**src/rtl/mac_rx_pkt_fifo_if.sv**
```systemverilog
// ============================================================================
// Module      : mac_rx_pkt_fifo_if
// Description : Bundles the MAC receive beat stream, the committed-frame
//               read port and the status counters of mac_rx_pkt_fifo.
// Revision    : 1.0 - initial release
// ============================================================================
`default_nettype none

interface mac_rx_pkt_fifo_if #(
  parameter int DATA_W = 8,
  parameter int ADDR_W = 5
) ();

  // MAC receive side
  logic              rx_valid;
  logic [DATA_W-1:0] rx_data;
  logic              rx_last;
  logic              rx_err;
  logic              rx_ready;

  // Committed-frame read side
  logic              fifo_valid;
  logic [DATA_W-1:0] fifo_data;
  logic              fifo_last;
  logic              fifo_ready;
  logic              fifo_fire;

  // Status
  logic [ADDR_W:0]   level;
  logic [ADDR_W:0]   frame_cnt;
  logic [15:0]       drop_cnt;

  // Environment side: drives beats and the downstream accept
  modport master (
    output rx_valid, rx_data, rx_last, rx_err, fifo_ready,
    input  rx_ready, fifo_valid, fifo_data, fifo_last, fifo_fire,
           level, frame_cnt, drop_cnt
  );

  // FIFO side
  modport slave (
    input  rx_valid, rx_data, rx_last, rx_err, fifo_ready,
    output rx_ready, fifo_valid, fifo_data, fifo_last, fifo_fire,
           level, frame_cnt, drop_cnt
  );

endinterface

`default_nettype wire

```
**src/rtl/mac_rx_pkt_fifo.sv**
```systemverilog
// ============================================================================
// Module      : mac_rx_pkt_fifo
// Description : Store-and-forward receive packet FIFO. Beats are written
//               tentatively and become readable only once the frame ends
//               without error; bad or oversized frames are rolled back and
//               counted as drops.
// Revision    : 1.0 - initial release
// ============================================================================
`default_nettype none

module mac_rx_pkt_fifo #(
  parameter int DATA_W = 8,
  parameter int DEPTH  = 32,
  parameter int ADDR_W = 5
) (
  input  logic             clk,
  input  logic             rst,
  mac_rx_pkt_fifo_if.slave bus
);

  localparam int PTR_W = ADDR_W + 1;

  localparam logic [1:0] S_IDLE = 2'd0;
  localparam logic [1:0] S_RECV = 2'd1;
  localparam logic [1:0] S_DROP = 2'd2;

  localparam logic [PTR_W-1:0] c_depth    = PTR_W'(DEPTH);
  localparam logic [PTR_W-1:0] c_ptr_one  = PTR_W'(1);
  localparam logic [15:0]      c_drop_max = 16'hFFFF;

  // Each entry stores {last, data}
  logic [DATA_W:0]    r_mem [DEPTH];

  logic [PTR_W-1:0]   r_wr_ptr;
  logic [PTR_W-1:0]   r_wr_commit;
  logic [PTR_W-1:0]   r_rd_ptr;
  logic [PTR_W-1:0]   r_frame_cnt;
  logic [15:0]        r_drop_cnt;
  logic [1:0]         r_state;
  logic [1:0]         w_state_nxt;

  logic               w_beat;
  logic               w_full;
  logic               w_wr_en;
  logic               w_commit;
  logic               w_drop;
  logic               w_valid;
  logic               w_fire;
  logic               w_rd_last;
  logic [DATA_W-1:0]  w_rd_data;

  // Beats are only taken outside reset, matching rx_ready
  assign w_beat = bus.rx_valid && !rst;
  // Space is judged from registered pointers only, so a same-cycle read frees nothing
  assign w_full = ((r_wr_ptr - r_rd_ptr) == c_depth);

  // State register
  always_ff @(posedge clk) begin
    if (rst) r_state <= S_IDLE;
    else     r_state <= w_state_nxt;
  end

  // Next-state decode: oversized frames fall into DROP until their last beat
  always_comb begin
    w_state_nxt = r_state;
    case (r_state)
      S_IDLE, S_RECV: begin
        if (w_beat) begin
          if (w_full)           w_state_nxt = bus.rx_last ? S_IDLE : S_DROP;
          else if (bus.rx_last) w_state_nxt = S_IDLE;
          else                  w_state_nxt = S_RECV;
        end
      end
      S_DROP: begin
        if (w_beat && bus.rx_last) w_state_nxt = S_IDLE;
      end
      default: w_state_nxt = S_IDLE;
    endcase
  end

  // Output decode: write, commit and drop strobes for the datapath
  always_comb begin
    w_wr_en  = 1'b0;
    w_commit = 1'b0;
    w_drop   = 1'b0;
    if (((r_state == S_IDLE) || (r_state == S_RECV)) && w_beat) begin
      if (w_full || (bus.rx_last && bus.rx_err)) begin
        w_drop = 1'b1;
      end else begin
        w_wr_en  = 1'b1;
        w_commit = bus.rx_last;
      end
    end
  end

  // Pointer update: a drop rewinds the tentative pointer to the last commit
  always_ff @(posedge clk) begin
    if (rst) begin
      r_wr_ptr    <= '0;
      r_wr_commit <= '0;
      r_rd_ptr    <= '0;
    end else begin
      if (w_drop)       r_wr_ptr <= r_wr_commit;
      else if (w_wr_en) r_wr_ptr <= r_wr_ptr + c_ptr_one;
      if (w_commit)     r_wr_commit <= r_wr_ptr + c_ptr_one;
      if (w_fire)       r_rd_ptr <= r_rd_ptr + c_ptr_one;
    end
  end

  // Frame and drop counters; a commit and a last-beat read cancel out
  always_ff @(posedge clk) begin
    if (rst) begin
      r_frame_cnt <= '0;
      r_drop_cnt  <= '0;
    end else begin
      case ({w_commit, w_fire && w_rd_last})
        2'b10:   r_frame_cnt <= r_frame_cnt + c_ptr_one;
        2'b01:   r_frame_cnt <= r_frame_cnt - c_ptr_one;
        default: r_frame_cnt <= r_frame_cnt;
      endcase
      if (w_drop && (r_drop_cnt != c_drop_max)) r_drop_cnt <= r_drop_cnt + 16'd1;
    end
  end

  // Beat storage; contents need no reset since nothing reads an empty FIFO
  always_ff @(posedge clk) begin
    if (w_wr_en) r_mem[r_wr_ptr[ADDR_W-1:0]] <= {bus.rx_last, bus.rx_data};
  end

  assign {w_rd_last, w_rd_data} = r_mem[r_rd_ptr[ADDR_W-1:0]];
  assign w_valid = !rst && (r_wr_commit != r_rd_ptr);
  assign w_fire  = w_valid && bus.fifo_ready;

  assign bus.rx_ready   = !rst;
  assign bus.fifo_valid = w_valid;
  assign bus.fifo_data  = w_rd_data;
  assign bus.fifo_last  = w_rd_last;
  assign bus.fifo_fire  = w_fire;
  assign bus.level      = rst ? '0 : (r_wr_commit - r_rd_ptr);
  assign bus.frame_cnt  = r_frame_cnt;
  assign bus.drop_cnt   = r_drop_cnt;

endmodule

`default_nettype wire
```
**src/flat_wrapper.sv**
```systemverilog
// flat-port wrapper written by rule: the top's interface ports become plain ports
module mac_rx_pkt_fifo_flat 
#(
  parameter int DATA_W = 8,
  parameter int DEPTH  = 32,
  parameter int ADDR_W = 5
)
  (clk, rst, bus_rx_valid, bus_rx_data, bus_rx_last, bus_rx_err, bus_fifo_ready, bus_rx_ready, bus_fifo_valid, bus_fifo_data, bus_fifo_last, bus_fifo_fire, bus_level, bus_frame_cnt, bus_drop_cnt);
  mac_rx_pkt_fifo_if #(.DATA_W(DATA_W), .ADDR_W(ADDR_W)) bus_i ();
  input  logic clk;
  input  logic rst;
  input wire logic [$bits(bus_i.rx_valid)-1:0] bus_rx_valid;
  input wire logic [$bits(bus_i.rx_data)-1:0] bus_rx_data;
  input wire logic [$bits(bus_i.rx_last)-1:0] bus_rx_last;
  input wire logic [$bits(bus_i.rx_err)-1:0] bus_rx_err;
  input wire logic [$bits(bus_i.fifo_ready)-1:0] bus_fifo_ready;
  output wire logic [$bits(bus_i.rx_ready)-1:0] bus_rx_ready;
  output wire logic [$bits(bus_i.fifo_valid)-1:0] bus_fifo_valid;
  output wire logic [$bits(bus_i.fifo_data)-1:0] bus_fifo_data;
  output wire logic [$bits(bus_i.fifo_last)-1:0] bus_fifo_last;
  output wire logic [$bits(bus_i.fifo_fire)-1:0] bus_fifo_fire;
  output wire logic [$bits(bus_i.level)-1:0] bus_level;
  output wire logic [$bits(bus_i.frame_cnt)-1:0] bus_frame_cnt;
  output wire logic [$bits(bus_i.drop_cnt)-1:0] bus_drop_cnt;
  assign bus_i.rx_valid = bus_rx_valid;
  assign bus_i.rx_data = bus_rx_data;
  assign bus_i.rx_last = bus_rx_last;
  assign bus_i.rx_err = bus_rx_err;
  assign bus_i.fifo_ready = bus_fifo_ready;
  assign bus_rx_ready = bus_i.rx_ready;
  assign bus_fifo_valid = bus_i.fifo_valid;
  assign bus_fifo_data = bus_i.fifo_data;
  assign bus_fifo_last = bus_i.fifo_last;
  assign bus_fifo_fire = bus_i.fifo_fire;
  assign bus_level = bus_i.level;
  assign bus_frame_cnt = bus_i.frame_cnt;
  assign bus_drop_cnt = bus_i.drop_cnt;
  mac_rx_pkt_fifo #(.DATA_W(DATA_W), .DEPTH(DEPTH), .ADDR_W(ADDR_W)) u_core (.clk(clk), .rst(rst), .bus(bus_i));
endmodule
```
**config.mk**
```make
export PLATFORM = sky130hd
export DESIGN_NAME = mac_rx_pkt_fifo_flat
export DESIGN_NICKNAME = d
export VERILOG_FILES = /design/src/rtl/mac_rx_pkt_fifo_if.sv /design/src/rtl/mac_rx_pkt_fifo.sv /design/src/flat_wrapper.sv
export SDC_FILE = /design/constraint.sdc
export NUM_CORES = 1
export LEC_CHECK = 0
export ABC_AREA = 1
export CAP_MARGIN = 25
export CORE_ASPECT_RATIO = 2
export CORE_MARGIN = 3
export CORE_UTILIZATION = 34
export CTS_CLUSTER_SIZE = 14
export DETAILED_ROUTE_END_ITERATION = 8
export GPL_TIMING_DRIVEN = 0
export PLACE_DENSITY_LB_ADDON = 0.25
export SLEW_MARGIN = 10
export SYNTH_ARGS = -nofsm -noshare
export SYNTH_HDL_FRONTEND = slang
export SYNTH_SLANG_ARGS = --single-unit
```
**constraint.sdc**
```tcl
create_clock -name clk -period 9.25 [get_ports clk]
set_input_delay 1.85 -clock clk [delete_from_list [all_inputs] [get_ports clk]]
set_output_delay 1.85 -clock clk [all_outputs]
set_load 0.03 [all_outputs]
```
After elaboration in Yosys (flattened, before gate mapping). Memory sizes are Yosys's and may differ from the RTL's. A register that Yosys moved wholly into a read port is not among the register bits. Index checks and enable logic that the tools add are counted.

Memories kept: 1. Register bits: 42. Logic and storage cells: 59. Input bits: 14. Memory bits (writable): 288.

Memories: u_core.r_mem (depth 32, width 9, read ports 1, clocked after Yosys merged registers in 1, write ports 1, line mac_rx_pkt_fifo.sv:32) `logic [DATA_W:0] r_mem [DEPTH];`.

Reduce and logical (&&, ||, !) cells: 16. Equality and inequality tests: 9. Muxes and demuxes: 20. $add $sub $neg: 7.

Operators by type and width (number): $add 6x1->6 const B (3); $mux 6 (3); $add 16x1->16 const B (1); $ne 16x16->1 const B (1); $pmux 6 s2 (1); $sub 6x6->6 (2); $mux 5 (2); $mux 1 (9); $logic_and 1x1->1 (8); $mux 2 (4); $eq 6x6->1 const B (1); $ne 6x6->1 (1); $sub 6x1->6 const B (1); $eq 2x1->1 const B (2); $eq 2x2->1 const B (2); $ne 2x1->1 const B (2); $pmux 2 s2 (1); $reduce_bool 2->1 (2); $logic_not 2->1 (1); $logic_or 1x1->1 (2); $reduce_and 2->1 (1); $reduce_or 2->1 (1); $logic_not 1->1 (1).

Depth between registers and ports, before layout.
Word-level depth: 7. Mapped depth: 23.

Least setup slack after synthesis. No wires, ideal clock.

Path kind: input-to-output. Start point: in rst. End point: out bus_level[2]. Arrival time: 2.921 ns. Setup slack: 4.479 ns. Stages on the path: 3. Cell sequence: buf_2 > buf_1 > nor3_1.

Longest elaborated chain between the ends: 1.

Ends and longest elaborated chain: from (decl) (line flat_wrapper.sv:11) `input logic rst;`; $mux 6 (line mac_rx_pkt_fifo.sv:139) `assign bus.level = rst ? '0 : (r_wr_commit - r_rd_ptr);`; to (decl) (line flat_wrapper.sv:22) `output wire logic [$bits(bus_i.level)-1:0] bus_level;`.

No other way between the ends.

==> reports/results.ini <==
[status]
status = finished, final reports clean

[yosys]
yosysWarnings = 0
synth_edf_count = 288
syn_area_um2 = 14300
synth_async_sr_flop_share = 0
muxShareOfSynthArea = 0
synth_xor_area_frac = 0.0165
ys_ff_latch = 335
synth_nets = 1284
synth.avg_cell_area_um2 = 11.5
seq_area_frac_synth = 0.669
synth_compound_area_frac = 0.123
synth_top_family_by_area = simple AND/OR/NAND/NOR gates
synth_flop_cell = edfxtp_1
synthAdderAreaFrac = 0.0211
syn_inst = 1247
synth_simple_gate_area_frac = 0.135
synth_cell_types = 43

[final_layout]
nFillCells = 4019
drive_gt1_frac = 0.0827
utilization = 0.401
final_nets = 1380
syn2layout_area_growth_pct = 15.6
layout_common_cells = edfxtp_1, nor2_1, o21ai_0
fin_cells = 1902
multi_input_area_um2 = 4250
seq_area_um2 = 9590
final_common_cell = edfxtp_1
antenna_cells = 0

[die]
die_y_um = 296
ios = 54
die_w_um = 151
rows = 105
start_util = 0.347
dieArea_um2 = 44800
coreArea_um2 = 41400

[grt]
grt_pass1_vias = 10400
grtUsageTotal = 0.200
grt.met2_usage = 0.382
antenna_found_initial = 0
use_met1 = 0.198
overflow = 0
grt_pass1_wl_um = 65700
top_usage_layer = met2
grt_max_degree = 37
met3_usage = 0.0215

[timing]
fin_tns_setup_ns = 0
timing.slew.headroom = 0.265
whs_ns = 0.488
hold_violations = 0
period_needed_ns = 5.80
rsz0062_at_grt = no
worst_slew_pin_slew_ns = 1.10
setup_viol = 0
max_freq_mhz = 172
fin_crit_sh = 0.627
drv_slew = 0
skew_ns = 0.0119

[routing]
dr_total_vias = 10200
dr.pass1.iters = 5
finalWirelength_um = 45200
avgRoutedWirePerCell_um = 23.7
ant_nets = 0
dr.first_iter.drc_count = 726
route.detailed.drc = 0
viasPerCell = 5.38

[clock_network]
cts.path.max_buffers = 3
htreeDepth = 1
ctsHoldBuffers = 0
cts.repair.resized = 0
cts_tree = done
cts-root-buf = clkbuf_16
numCtsBuffers = 30
clk_latency_ns = 0.57
cts_sinks = 335
path_clk_slew_ns = 0.07
postCtsSetupRepairBufs = 0

[power]
switching_share = 0.264
p_leak_uw = 0.00554
total_power_uw = 3370
power.switching_uw = 888
power_frac_comb = 0.133
clock_power_share = 0.373
irDropWorstVdd_v = 0.000112
internal-power_uw = 2480
seqPwrFrac = 0.494
power_density_nw_per_um2 = 203

[critical_path]
crit_path_end_kind = output pin
critPathKind = flip-flop to output pin
reg2reg_slack_ns = 5.14
startpoint_type = flip-flop
crit_fanout = 10
cp_data_arrival_time_ns = 3.95
worstPathRequired_ns = 7.40

[placement]
place_hpwl_um = 32500
dp.cells = 1844
portBuffers = 52
place.gp.congestion = 0.894

[worst_hold_path]
hp-class = flip-flop to flip-flop

[job]
maxCapViolations = 0

==> final timing paths <==
check / start / to / cells past startpoint
setup / recovery: flip-flop / bus_fifo_data[6] / 10
hold / removal: u_core.r_wr_commit[0]$_SDFFE_PP0P_ / u_core.r_wr_ptr[0]$_SDFFE_PP0P_ / 2
setup reg to reg: flip-flop / u_core.bus.frame_cnt[5]$_SDFFE_PP0P_ / 19
hold reg to reg: u_core.r_wr_commit[0]$_SDFFE_PP0P_ / u_core.r_wr_ptr[0]$_SDFFE_PP0P_ / 2
==> layer usage <==
layer  vias to the layer above  routed length [um]
met5                         -                   0
met4                         0                3480
met3                       136                2000
met2                       406               24700
met1                      4984               14900
li1                       4715                   -
==> synth_stat cells (3+ instances only) <==
| master | instances | area [um2] |
|---|---|---|
| buf_4 | 3 | 22.5 |
| nand2_2 | 15 | 93.8 |
| a31oi_1 | 9 | 56.3 |
| o22ai_1 | 18 | 113 |
| clkinv_1 | 3 | 11.3 |
| inv_1 | 46 | 173 |
| nor2_1 | 239 | 897 |
| nor3_1 | 6 | 30.0 |
| nand2_1 | 87 | 327 |
| xnor2_1 | 9 | 78.8 |
| a21oi_1 | 31 | 155 |
| nand4_1 | 23 | 144 |
| inv_2 | 3 | 11.3 |
| o21ai_0 | 168 | 841 |
| buf_1 | 5 | 18.8 |
| clkbuf_1 | 47 | 176 |
| buf_2 | 15 | 75.1 |
| dfxtp_1 | 47 | 941 |
| nand3_1 | 54 | 270 |
| o21ai_1 | 4 | 20.0 |
| o221ai_1 | 54 | 473 |
| edfxtp_1 | 288 | 8650 |
| xor2_1 | 18 | 158 |
| ha_1 | 21 | 263 |
| a21oi_2 | 9 | 78.8 |
==> stage by stage <==
stage                     area [um2]  setup slack [ns]
after floorplan                14300              4.48
after global placement         15500              3.31
after detailed placement       15600              3.95
after CTS                      16600              3.54
after global routing           16600              3.43
final                          16600              3.45
==> worst max-delay path: stages, from the launching register on <==
cell and delay (ns):
dfxtp_1 0.29, buf_2 0.21, inv_2 0.23, clkbuf_1 0.60, o21ai_0 0.16, o221ai_1 0.52, nand3_1 0.14, o21ai_1 0.18
nor2_1 0.10, a21oi_1 0.20, clkdlybuf4s50_1 0.71
==> cells by family (layout without fill, tap and decap cells) <==
family | count (synthesis) | after routing
buffers and inverters | 123 | 243
adder cells (fa/ha/maj) | 23 | 23
AND/OR/NAND/NOR | 442 | 442
XOR/XNOR | 27 | 27
flip-flops | 335 | 335
AO/OA/AOI/OAI | 297 | 297
==> power by group through the flow <==
stage | Sequential [uW] | Combinational, uW | Clock (uW)
final | 1660 | 448 | 1260
after global routing | 1660 | 482 | 1330
after CTS | 1660 | 448 | 1270
after detailed placement | 1700 | 447 | 0
after global placement | 1700 | 441 | 0
after floorplan | 1700 | 251 | 0
==> final cells by class <==
class / instances / share of cell area
timing repair buffer: 64 / 0.0367
tap: 535 / 0.0404
multi-input combinational: 789 / 0.256
buffer: 71 / 0.0186
inverter: 52 / 0.0118
sequential: 335 / 0.578
clock buffer: 48 / 0.0525
clock inverter: 8 / 0.00536
==> registers in the layout (all words and copies together), names as in the netlist, named ones only <==
signal                cells
u_core.bus.drop_cnt      16
u_core.r_wr_commit        6
u_core.r_wr_ptr           6
u_core.bus.frame_cnt      6
u_core.r_mem            288
u_core.r_state            2
u_core.r_rd_ptr           6
Power figures use the tool's default switching activity.
